**config.mk**
```make
export PLATFORM = sky130hd
export DESIGN_NAME = nrow_game_engine
export DESIGN_NICKNAME = d
export VERILOG_FILES = /design/src/rtl/nrow_game_engine.sv
export SDC_FILE = /design/constraint.sdc
export NUM_CORES = 1
export LEC_CHECK = 0
export CAP_MARGIN = 10
export CORE_AREA = 2 2 162 164
export DETAILED_ROUTE_END_ITERATION = 10
export DIE_AREA = 0 0 164 166
export GPL_TIMING_DRIVEN = 0
export PLACE_DENSITY = 0.38
export REMOVE_ABC_BUFFERS = 1
export SLEW_MARGIN = 0
export SYNTH_ARGS = -nofsm -noshare
export SYNTH_HDL_FRONTEND = slang
export SYNTH_SLANG_ARGS = --single-unit
```
**constraint.sdc**
```tcl
create_clock -name clk -period 6.6 [get_ports clk]
set_input_delay 1.65 -clock clk [delete_from_list [all_inputs] [get_ports clk]]
set_output_delay 1.65 -clock clk [all_outputs]
set_load 0.02 [all_outputs]
```
**src/rtl/nrow_game_engine.sv**
```systemverilog
// nrow_game_engine: N-in-a-row board game core (ROWS x COLS board, WIN_LEN run wins).
// Moves arrive over a valid/ready handshake. Each move is validated, the stone is placed,
// and a neighbour scan then walks one cell per cycle in four directions to find a win or a draw.
// Optional feature: define NROW_UNDO_EN to add one-level undo (undo_req / undo_ack).
// Ports:
//   clk, rst (async, active-high)       clock and reset
//   start                               clear the board and begin a game; X moves first
//   mv_valid/mv_ready/mv_idx            move request handshake; mv_idx is row-major
//   mv_resp_valid/mv_resp_code          one-cycle response: 00 ok, 01 occupied, 10 range, 11 over
//   rd_idx/rd_cell                      combinational board read port for the display
//   turn_o, result, moves_cnt, busy     game status
//   undo_req/undo_ack                   one-level undo (only when NROW_UNDO_EN is defined)
module nrow_game_engine #(
    parameter int unsigned ROWS    = 3,
    parameter int unsigned COLS    = 3,
    parameter int unsigned WIN_LEN = 3,
    parameter int unsigned IDX_W   = 4
) (
    input  logic             clk,
    input  logic             rst,
    input  logic             start,
    input  logic             mv_valid,
    output logic             mv_ready,
    input  logic [IDX_W-1:0] mv_idx,
    output logic             mv_resp_valid,
    output logic [1:0]       mv_resp_code,
    input  logic [IDX_W-1:0] rd_idx,
    output logic [1:0]       rd_cell,
    output logic             turn_o,
    output logic [1:0]       result,
    output logic [IDX_W:0]   moves_cnt,
    output logic             busy
`ifdef NROW_UNDO_EN
    ,
    input  logic             undo_req,
    output logic             undo_ack
`endif
);

    localparam int unsigned CELLS  = ROWS * COLS;
    localparam int unsigned CELL_W = (CELLS > 1) ? $clog2(CELLS) : 1;
    localparam int unsigned MAXD   = (ROWS > COLS) ? ROWS : COLS;
    localparam int unsigned RC_W   = $clog2(MAXD) + 1;
    localparam int unsigned STEP_W = $clog2(WIN_LEN);
    localparam int unsigned RUN_W  = $clog2(2 * WIN_LEN) + 1;
    localparam int unsigned CNT_W  = IDX_W + 1;

    typedef enum logic [2:0] {S_IDLE, S_PLAY, S_PLACE, S_CHECK, S_RESP, S_DONE} state_t;

    state_t              state_q, state_d;
    logic [1:0]          board_q [CELLS];
    logic [1:0]          board_d [CELLS];
    logic                turn_q, turn_d;
    logic [1:0]          result_q, result_d;
    logic [CNT_W-1:0]    moves_q, moves_d;
    logic                rv_q, rv_d, ready_q, ready_d, busy_q, busy_d;
    logic [1:0]          code_q, code_d;
    logic [CELL_W-1:0]   idx_q, idx_d;
    logic [RC_W-1:0]     r0_q, r0_d, c0_q, c0_d;
    logic [1:0]          dir_q, dir_d;
    logic                side_q, side_d, alive_q, alive_d, win_q, win_d;
    logic [STEP_W-1:0]   step_q, step_d;
    logic [RUN_W-1:0]    run_q, run_d;
`ifdef NROW_UNDO_EN
    logic                hist_v_q, hist_v_d, hist_col_q, hist_col_d, ack_q, ack_d;
`endif

    logic [1:0]          probe_cell, colour;
    logic [RUN_W-1:0]    run_base, run_nx;
    logic                match, last_step, hit;

    // Neighbour probe for the current scan step, computed on (row, col) so runs never wrap.
    always_comb begin
        int dr, dc, sgn, pr, pc;
        dr = 0;
        dc = 1;
        case (dir_q)
            2'd0:    begin dr = 0; dc = 1;  end
            2'd1:    begin dr = 1; dc = 0;  end
            2'd2:    begin dr = 1; dc = 1;  end
            default: begin dr = 1; dc = -1; end
        endcase
        sgn = side_q ? -1 : 1;
        pr  = int'(r0_q) + sgn * dr * (int'(step_q) + 1);
        pc  = int'(c0_q) + sgn * dc * (int'(step_q) + 1);
        probe_cell = 2'b00;
        if (pr >= 0 && pr < int'(ROWS) && pc >= 0 && pc < int'(COLS))
            probe_cell = board_q[CELL_W'(pr * int'(COLS) + pc)];
    end

    // Run accumulation: run restarts at 1 per direction, counting stops per side on a mismatch.
    always_comb begin
        colour    = turn_q ? 2'b10 : 2'b01;
        run_base  = (!side_q && step_q == '0) ? RUN_W'(1) : run_q;
        match     = ((step_q == '0) || alive_q) && (probe_cell == colour);
        run_nx    = run_base + RUN_W'(match);
        last_step = (step_q == STEP_W'(WIN_LEN - 2));
        hit       = (run_nx >= RUN_W'(WIN_LEN));
    end

    // Next-state and datapath updates.
    always_comb begin
        state_d  = state_q;
        board_d  = board_q;
        turn_d   = turn_q;
        result_d = result_q;
        moves_d  = moves_q;
        rv_d     = 1'b0;
        code_d   = 2'b00;
        idx_d    = idx_q;
        r0_d     = r0_q;
        c0_d     = c0_q;
        dir_d    = dir_q;
        side_d   = side_q;
        step_d   = step_q;
        run_d    = run_q;
        alive_d  = alive_q;
        win_d    = win_q;
`ifdef NROW_UNDO_EN
        hist_v_d   = hist_v_q;
        hist_col_d = hist_col_q;
        ack_d      = 1'b0;
`endif
        if (start) begin
            board_d  = '{default: 2'b00};
            turn_d   = 1'b0;
            result_d = 2'b00;
            moves_d  = '0;
            state_d  = S_PLAY;
`ifdef NROW_UNDO_EN
            hist_v_d = 1'b0;
`endif
        end else begin
            case (state_q)
                S_PLAY, S_DONE: begin
`ifdef NROW_UNDO_EN
                    if (undo_req && hist_v_q) begin
                        board_d[idx_q] = 2'b00;
                        moves_d  = moves_q - CNT_W'(1);
                        turn_d   = hist_col_q;
                        result_d = 2'b00;
                        state_d  = S_PLAY;
                        ack_d    = 1'b1;
                        hist_v_d = 1'b0;
                    end else
`endif
                    if (mv_valid) begin
                        rv_d = 1'b1;
                        if (state_q == S_DONE) begin
                            code_d = 2'b11;
                        end else if (32'(mv_idx) >= CELLS) begin
                            code_d = 2'b10;
                        end else if (board_q[CELL_W'(mv_idx)] != 2'b00) begin
                            code_d = 2'b01;
                        end else begin
                            rv_d    = 1'b0;
                            idx_d   = CELL_W'(mv_idx);
                            r0_d    = RC_W'(32'(mv_idx) / COLS);
                            c0_d    = RC_W'(32'(mv_idx) % COLS);
                            state_d = S_PLACE;
                        end
                    end
                end
                S_PLACE: begin
                    board_d[idx_q] = colour;
                    moves_d = moves_q + CNT_W'(1);
                    dir_d   = 2'd0;
                    side_d  = 1'b0;
                    step_d  = '0;
                    win_d   = 1'b0;
                    state_d = S_CHECK;
`ifdef NROW_UNDO_EN
                    hist_v_d   = 1'b1;
                    hist_col_d = turn_q;
`endif
                end
                S_CHECK: begin
                    run_d   = run_nx;
                    alive_d = match;
                    win_d   = win_q | hit;
                    if (last_step) begin
                        step_d = '0;
                        side_d = ~side_q;
                        if (side_q) dir_d = dir_q + 2'd1;
                    end else begin
                        step_d = step_q + STEP_W'(1);
                    end
                    if (last_step && side_q && dir_q == 2'd3) begin
                        rv_d    = 1'b1;
                        state_d = S_RESP;
                        if (win_q | hit)            result_d = colour;
                        else if (32'(moves_q) == CELLS) result_d = 2'b11;
                        else                        result_d = 2'b00;
                    end
                end
                S_RESP: begin
                    if (result_q == 2'b00) begin
                        turn_d  = ~turn_q;
                        state_d = S_PLAY;
                    end else begin
                        state_d = S_DONE;
                    end
                end
                default: ;
            endcase
        end
        ready_d = (state_d == S_PLAY) || (state_d == S_DONE);
        busy_d  = (state_d == S_PLACE) || (state_d == S_CHECK) || (state_d == S_RESP);
    end

    // State and datapath registers.
    always_ff @(posedge clk or posedge rst) begin
        if (rst) begin
            state_q  <= S_IDLE;
            board_q  <= '{default: 2'b00};
            turn_q   <= 1'b0;
            result_q <= 2'b00;
            moves_q  <= '0;
            rv_q     <= 1'b0;
            code_q   <= 2'b00;
            ready_q  <= 1'b0;
            busy_q   <= 1'b0;
            idx_q    <= '0;
            r0_q     <= '0;
            c0_q     <= '0;
            dir_q    <= '0;
            side_q   <= 1'b0;
            step_q   <= '0;
            run_q    <= '0;
            alive_q  <= 1'b0;
            win_q    <= 1'b0;
`ifdef NROW_UNDO_EN
            hist_v_q   <= 1'b0;
            hist_col_q <= 1'b0;
            ack_q      <= 1'b0;
`endif
        end else begin
            state_q  <= state_d;
            board_q  <= board_d;
            turn_q   <= turn_d;
            result_q <= result_d;
            moves_q  <= moves_d;
            rv_q     <= rv_d;
            code_q   <= code_d;
            ready_q  <= ready_d;
            busy_q   <= busy_d;
            idx_q    <= idx_d;
            r0_q     <= r0_d;
            c0_q     <= c0_d;
            dir_q    <= dir_d;
            side_q   <= side_d;
            step_q   <= step_d;
            run_q    <= run_d;
            alive_q  <= alive_d;
            win_q    <= win_d;
`ifdef NROW_UNDO_EN
            hist_v_q   <= hist_v_d;
            hist_col_q <= hist_col_d;
            ack_q      <= ack_d;
`endif
        end
    end

    // Display read port, zero outside the board.
    always_comb begin
        rd_cell = 2'b00;
        if (32'(rd_idx) < CELLS) rd_cell = board_q[CELL_W'(rd_idx)];
    end

    assign mv_ready      = ready_q;
    assign mv_resp_valid = rv_q;
    assign mv_resp_code  = code_q;
    assign turn_o        = turn_q;
    assign result        = result_q;
    assign moves_cnt     = moves_q;
    assign busy          = busy_q;
`ifdef NROW_UNDO_EN
    assign undo_ack      = ack_q;
`endif

endmodule

```
# After elaboration in Yosys (flattened, before gate mapping)
# Index checks and enable logic that the tools add are counted.
# word_totals
ff_bits	55
out_inout_bits	15
elab_cells	174
# op_classes
addsub	8
n_mul	5
div	2
order_cmp	12
n_eq_ne	18
n_mux	60
bitwise	11
n_reduce_logical	32
# ops
cell	count
$mul 32x32->32	3
$add 4x32->32	2
$ge 32x1->1 const B	2
$lt 32x3->1 const B	2
$pmux 32 s2	1
$mux 2	23
$mux 18	2
$div 4x2->32 const B	1
$mod 4x2->32 const B	1
$mul 32x3->4 const B	1
$mul 32x4->32	1
$mux 32	1
$bmux 2 s4	3
$mux 3	7
$bwmux 18	1
$ge 5x5->1 const B	3
$not 4->5	3
$reduce_bool 2->1	7
$eq 3x2->1 const B	4
$eq 3x3->1 const B	4
$mux 1	12
$pmux 3 s4	1
$mux 5	2
$demux 2 s4	1
other kinds (31)	60

# Depth between registers and ports, before layout
# depth
ltp_word	21
ltp_mapped	33
mapped_depth_nobuf	33

# Worst setup path before layout
# No wires, ideal clock.
# synth_path
path_type	reg-to-reg
startpoint	reg step_q[0]
endpoint	reg result_q[0], in the netlist result[0]
arrival_time_ns	6.624
required_ns	6.474
setup_slack_ns	-0.151
stages_incl_launch_ff	31
cell_sequence	dfrtp_1 clkbuf_1 inv_1 ha_1 and2_1 ha_1 ha_1 fa_1 fa_1 a21oi_1 o21ai_0 nor2_1 o21ai_0 ha_1 nand2b_1 ha_1 nor4_1 o2111ai_1 or3b_2 nor3_1 o2111ai_2 nor4_4 nand3_1 nor4b_2 ha_1 ha_1 nand3_1 o22ai_1 nand2_1 mux2i_1 o21ai_0
# synth_between
elab_chain_len	19
# synth_rtl
element	line_no	rtl
from (decl)	62	logic [STEP_W-1:0] step_q, step_d;
from (signal assigned)	252	step_q <= step_d;
$add 2x1->3	84, 85	
$mul 32x32->32	84	pr = int'(r0_q) + sgn * dr * (int'(step_q) + 1);
$add 4x32->32	84	
$mul 32x3->4	88	probe_cell = board_q[CELL_W'(pr * int'(COLS) + pc)];
$add 4x4->4	88	
$not 4->4 (not written as such)	88	
$bmux 2 s4	88	
$mux 2 (not written as such) (2 in a row)	88	
[... 3 more ...]	-	
net match	70	logic match, last_step, hit;
$add 4x1->4 *	96	run_nx = run_base + RUN_W'(match);
$ge 4x2->1 *	98	hit = (run_nx >= RUN_W'(WIN_LEN));
$or 1x1->1 *	191	if (win_q | hit) result_d = colour;
$mux 2 *	191	
$mux 2 *	188	if (last_step && side_q && dir_q == 2'd3) begin
$mux 2 *	134	case (state_q)
$mux 2 *	124	if (start) begin
to (signal assigned)	241	result_q <= result_d;
to (decl)	54	logic [1:0] result_q, result_d;
# Mark *: on every way through the listed nets, which the timed path passes. The rest lies on a longest branch. The select of a mux whose other input is x is not followed.
# A chain may end at the register's enable or synchronous reset.

# Final worst setup path
# layout_path
startpoint	reg dir_q[1]
endpoint	reg result_q[1], in the netlist result[1]
# layout_between
elab_chain_len	21
# layout_rtl
element	line_no	rtl
from (decl)	60	logic [1:0] dir_q, dir_d;
from (signal assigned)	250	dir_q <= dir_d;
$logic_not 2->1 or $eq 2x2->1 (tied branches)	77	case (dir_q)
$mux 1 or $reduce_or 2->1 (tied branches)	-	
$mul 32x32->32 or $pmux 32 s2 (tied branches)	84, 77	
$mul 32x32->32, on equally long branches	84, 85	
$add 4x32->32 or $mul 32x4->32 (tied branches)	84, 85	
$mul 32x3->4 or $add 4x32->32 (tied branches)	88, 85	
$add 4x4->4	88	
$not 4->4 (not written as such)	88	
[... 6 more ...]	-	
net match	70	
$add 4x1->4 *	96	
$ge 4x2->1 *	98	
$or 1x1->1 *	191	
$mux 2 *	191	
$mux 2 *	188	
$mux 2 *	134	
$mux 2 *	124	
# Marks and branches as above.

==> flow_summary.ini <==
[outcome]
outcome = finished, violations left
violations = setup timing

[clocking]
clk_path_buf_depth = 2
cts-root-buf = clkbuf_16
clkSlewWorstSetupHoldPaths_ns = 0.07
numCtsBuffers = 5
insertion_delay_ns = 0.30
clkSinkCount = 55
cts_max_level = 2
cts_tree = yes
postCtsHoldBufs = 0

[route]
drtPass1Iterations = 5
drtIter0Drc = 277
post_drt_wl_per_cell_um = 16.3
vias_per_cell = 4.96
vias = 5389
antenna_left = 0
drcViolationCount = 0
routed_wl_um = 17700

[critical_path]
crit_fanout = 4
criticalPathCategory = reg2reg
start_kind = flop
required_ns = 6.78
arrival_ns = 6.92
end_kind = flop

[cells_and_area]
fin_cells = 1087
layout-drive-gt1-share = 0.149
antenna_cells = 0
area_growth_syn_to_layout_pct = 19.9
layout_commonest_cell = ha_1
layout_common_cells = 78 x ha_1, 63 x nor2_1, 54 x nand2_1
final_nets = 873

[placed_design]
gp_congestion = 0.858
dp_cells = 1060
portBuffers = 26
dp_hpwl_um = 13700

[floorplan]
die_h_um = 166
ioPinCount = 27
die-width_um = 164
fp.dieArea_um2 = 27200
row_count = 59
start_util = 0.245
core_um2 = 25600

[timing]
finalSetupViolations = 4
period_needed_ns = 6.73
drv_slew = 0
finalCritPeriodShare = 1.02
hold_viol = 0
worstMarginPinSlew_ns = 1.12
rsz0062_at_grt = true
slew_headroom = 0.250
fmax_mhz = 149
worst_slack_ns = -0.133
finalClockSkew_ns = 0.00913

[yosys]
async_flop_share = 1.00
ys.flop_type = dfrtp_1
yosysWarnings = 0
netlist_instances = 722
ys_top_cells_by_area = dfrtp_1 22%, ha_1 19%, fa_1 4.8%, a21oi_1 3.9%, nor2_1 3.9%
syn_area_um2 = 6280
post-synth-top-area-fraction = 0.219
yosysUniqueCellTypes = 74
syn_avg_cell_area_um2 = 8.70
synth_area_leader_cell = dfrtp_1
seq_area_frac_synth = 0.219
synth_seq_cells = 55
synth-edff-count = 0

[global_route]
busiest_layer = met2
grt_use_met2 = 0.229
grtUsageMet1 = 0.176
grt_usage = 0.131
grt_pass1_wl_um = 29000
grt_pass1_vias = 5441
antenna_found_initial = 0
overflow = 0
use_met3 = 0.0117
grt_max_degree = 31

[flow_run]
maxCapViolations = 0

[worst_hold_path]
hp-class = reg2reg

[power]
power_w = 0.00266
leakage_nw = 3.33
powerDensity_nw_per_um2 = 353
vdd_drop_max_mv = 0.303
## kinds of logic (layout without fill, tap and decap cells)
logic type | Yosys count | in the layout | synth area share
AO/OA/AOI/OAI | 170 | 170 | 0.174
XOR/XNOR | 24 | 24 | 0.0357
adder cells (fa/ha/maj) | 110 | 110 | 0.237
buffers and inverters | 83 | 113 | 0.0526
flip-flops | 55 | 55 | 0.219
multiplexers | 34 | 34 | 0.0763
AND/OR/NAND/NOR | 246 | 246 | 0.206
## Yosys cell counts (3+ instances only)
master    number
ha_1          95
nor2_1        65
nand2_1       56
xor2_1         7
nor4b_1        4
a31oi_1        3
a21oi_1       49
nor2b_1       19
o21ai_1        3
o31ai_1        5
o21ai_0       41
fa_1          15
and4_1         4
a21o_1         9
mux4_2         5
nor4_1         6
nand3_1       15
nand2b_1      11
o211ai_1       8
mux4_1         4
o22ai_1        5
nor3_1        20
nand3b_1       6
mux2i_1       16
dfrtp_1       55
mux2_2         9
o21a_1         3
nand4_1        7
and2_1         7
a21oi_2        3
and3_1         4
or4_1          3
buf_2          8
or2_2          3
clkbuf_1      14
a211oi_1       8
a22o_1         5
inv_1         57
xnor2_1       16
## where the power goes
| part | leakage, nW | switching (W) | internal, W |
|---|---|---|---|
| registers | 0.728 | 0.0000465 | 0.000381 |
| clock network | 0.0741 | 0.000127 | 0.000153 |
| logic | 2.53 | 0.00105 | 0.000906 |
| total | 3.33 | 0.00122 | 0.00144 |
## per-stage QoR
step / utilization / hold WS [ns] / cell area, µm² / setup slack [ns] / setup TNS (ns)
5_1_grt: 0.294 / 0.520 / 7530 / -0.472 / -1.76
6_report: 0.294 / 0.483 / 7530 / -0.133 / -0.366
3_3_place_gp: 0.267 / 0.454 / 6850 / -1.32 / -7.08
3_5_place_dp: 0.268 / 0.467 / 6880 / -1.38 / -7.27
4_1_cts: 0.290 / 0.486 / 7430 / -0.184 / -0.423
2_1_floorplan: - / 0.438 / 6170 / -0.0271 / -0.0483
## area by class of cell
| cell class | instances | area (µm²) |
|---|---|---|
| fillers | 2689 | 18100 |
| multi-input cells | 584 | 4930 |
| flip-flops and latches | 55 | 1380 |
| repair buffers | 46 | 427 |
| well taps | 335 | 419 |
| inverters | 59 | 221 |
| clock buffers | 7 | 143 |
| clock inverters | 1 | 8.76 |
## sequential cells by signal (all words and copies together) (netlist names)
signal / count
r0_q: 3
alive_q: 1
mv_resp_valid: 1
state_q: 3
turn_o: 1
mv_ready: 1
idx_q: 4
board_q: 18
result: 2
side_q: 1
mv_resp_code: 2
c0_q: 3
busy: 1
run_q: 4
dir_q: 2
moves_cnt: 5
win_q: 1
step_q: 2
## layer usage
layer / up-vias / wire length (µm) / share of wire
li1: 2655 / - / -
met1: 2628 / 8270 / 0.47
met3: 25 / 378 / 0.021
met2: 81 / 8770 / 0.50
met4: 0 / 276 / 0.016
met5: - / 0 / 0
## path summary, 6_finish.rpt
kind | start | slack (ns) | endpoint | cells after the start
min in group asynchronous | rst | 1.75 | board_q[9] | 2
max in group asynchronous | rst | 4.25 | side_q | 3
worst min register to register | run_q[0] | 0.48 | run_q[0] | 2
worst max register to register | dir_q[1] | -0.13 | result[1] | 27
worst min-delay path | run_q[0] | 0.48 | run_q[0] | 2
worst max-delay path | dir_q[1] | -0.13 | result[1] | 27
## worst max-delay path, cell delays in order (launching register included)
cell and delay (ns):
dfrtp_1 0.43, inv_2 0.09, ha_4 0.16, or3b_4 0.40
and2_4 0.18, nor2b_1 0.11, ha_1 0.26, ha_4 0.28
fa_1 0.45, fa_2 0.53, fa_1 0.52, inv_2 0.04
fa_2 0.59, mux2i_2 0.26, and3_1 0.20, nor2_2 0.06
a32o_2 0.23, nor4_4 0.29, nand3_2 0.12, nor4b_4 0.30
ha_2 0.29, buf_6 0.13, nand2_4 0.05, xnor2_2 0.14
o22ai_2 0.10, nand2_2 0.12, mux2i_1 0.20, o21ai_1 0.09
## repair_timing
action	in CTS	in global routing
hold endpoints to repair	0	0
pin swaps	23	13
buffers inserted	16	3
endpoints found under the setup margin	7	6
resized for setup	59	18
(Power assumes the default switching activity.)
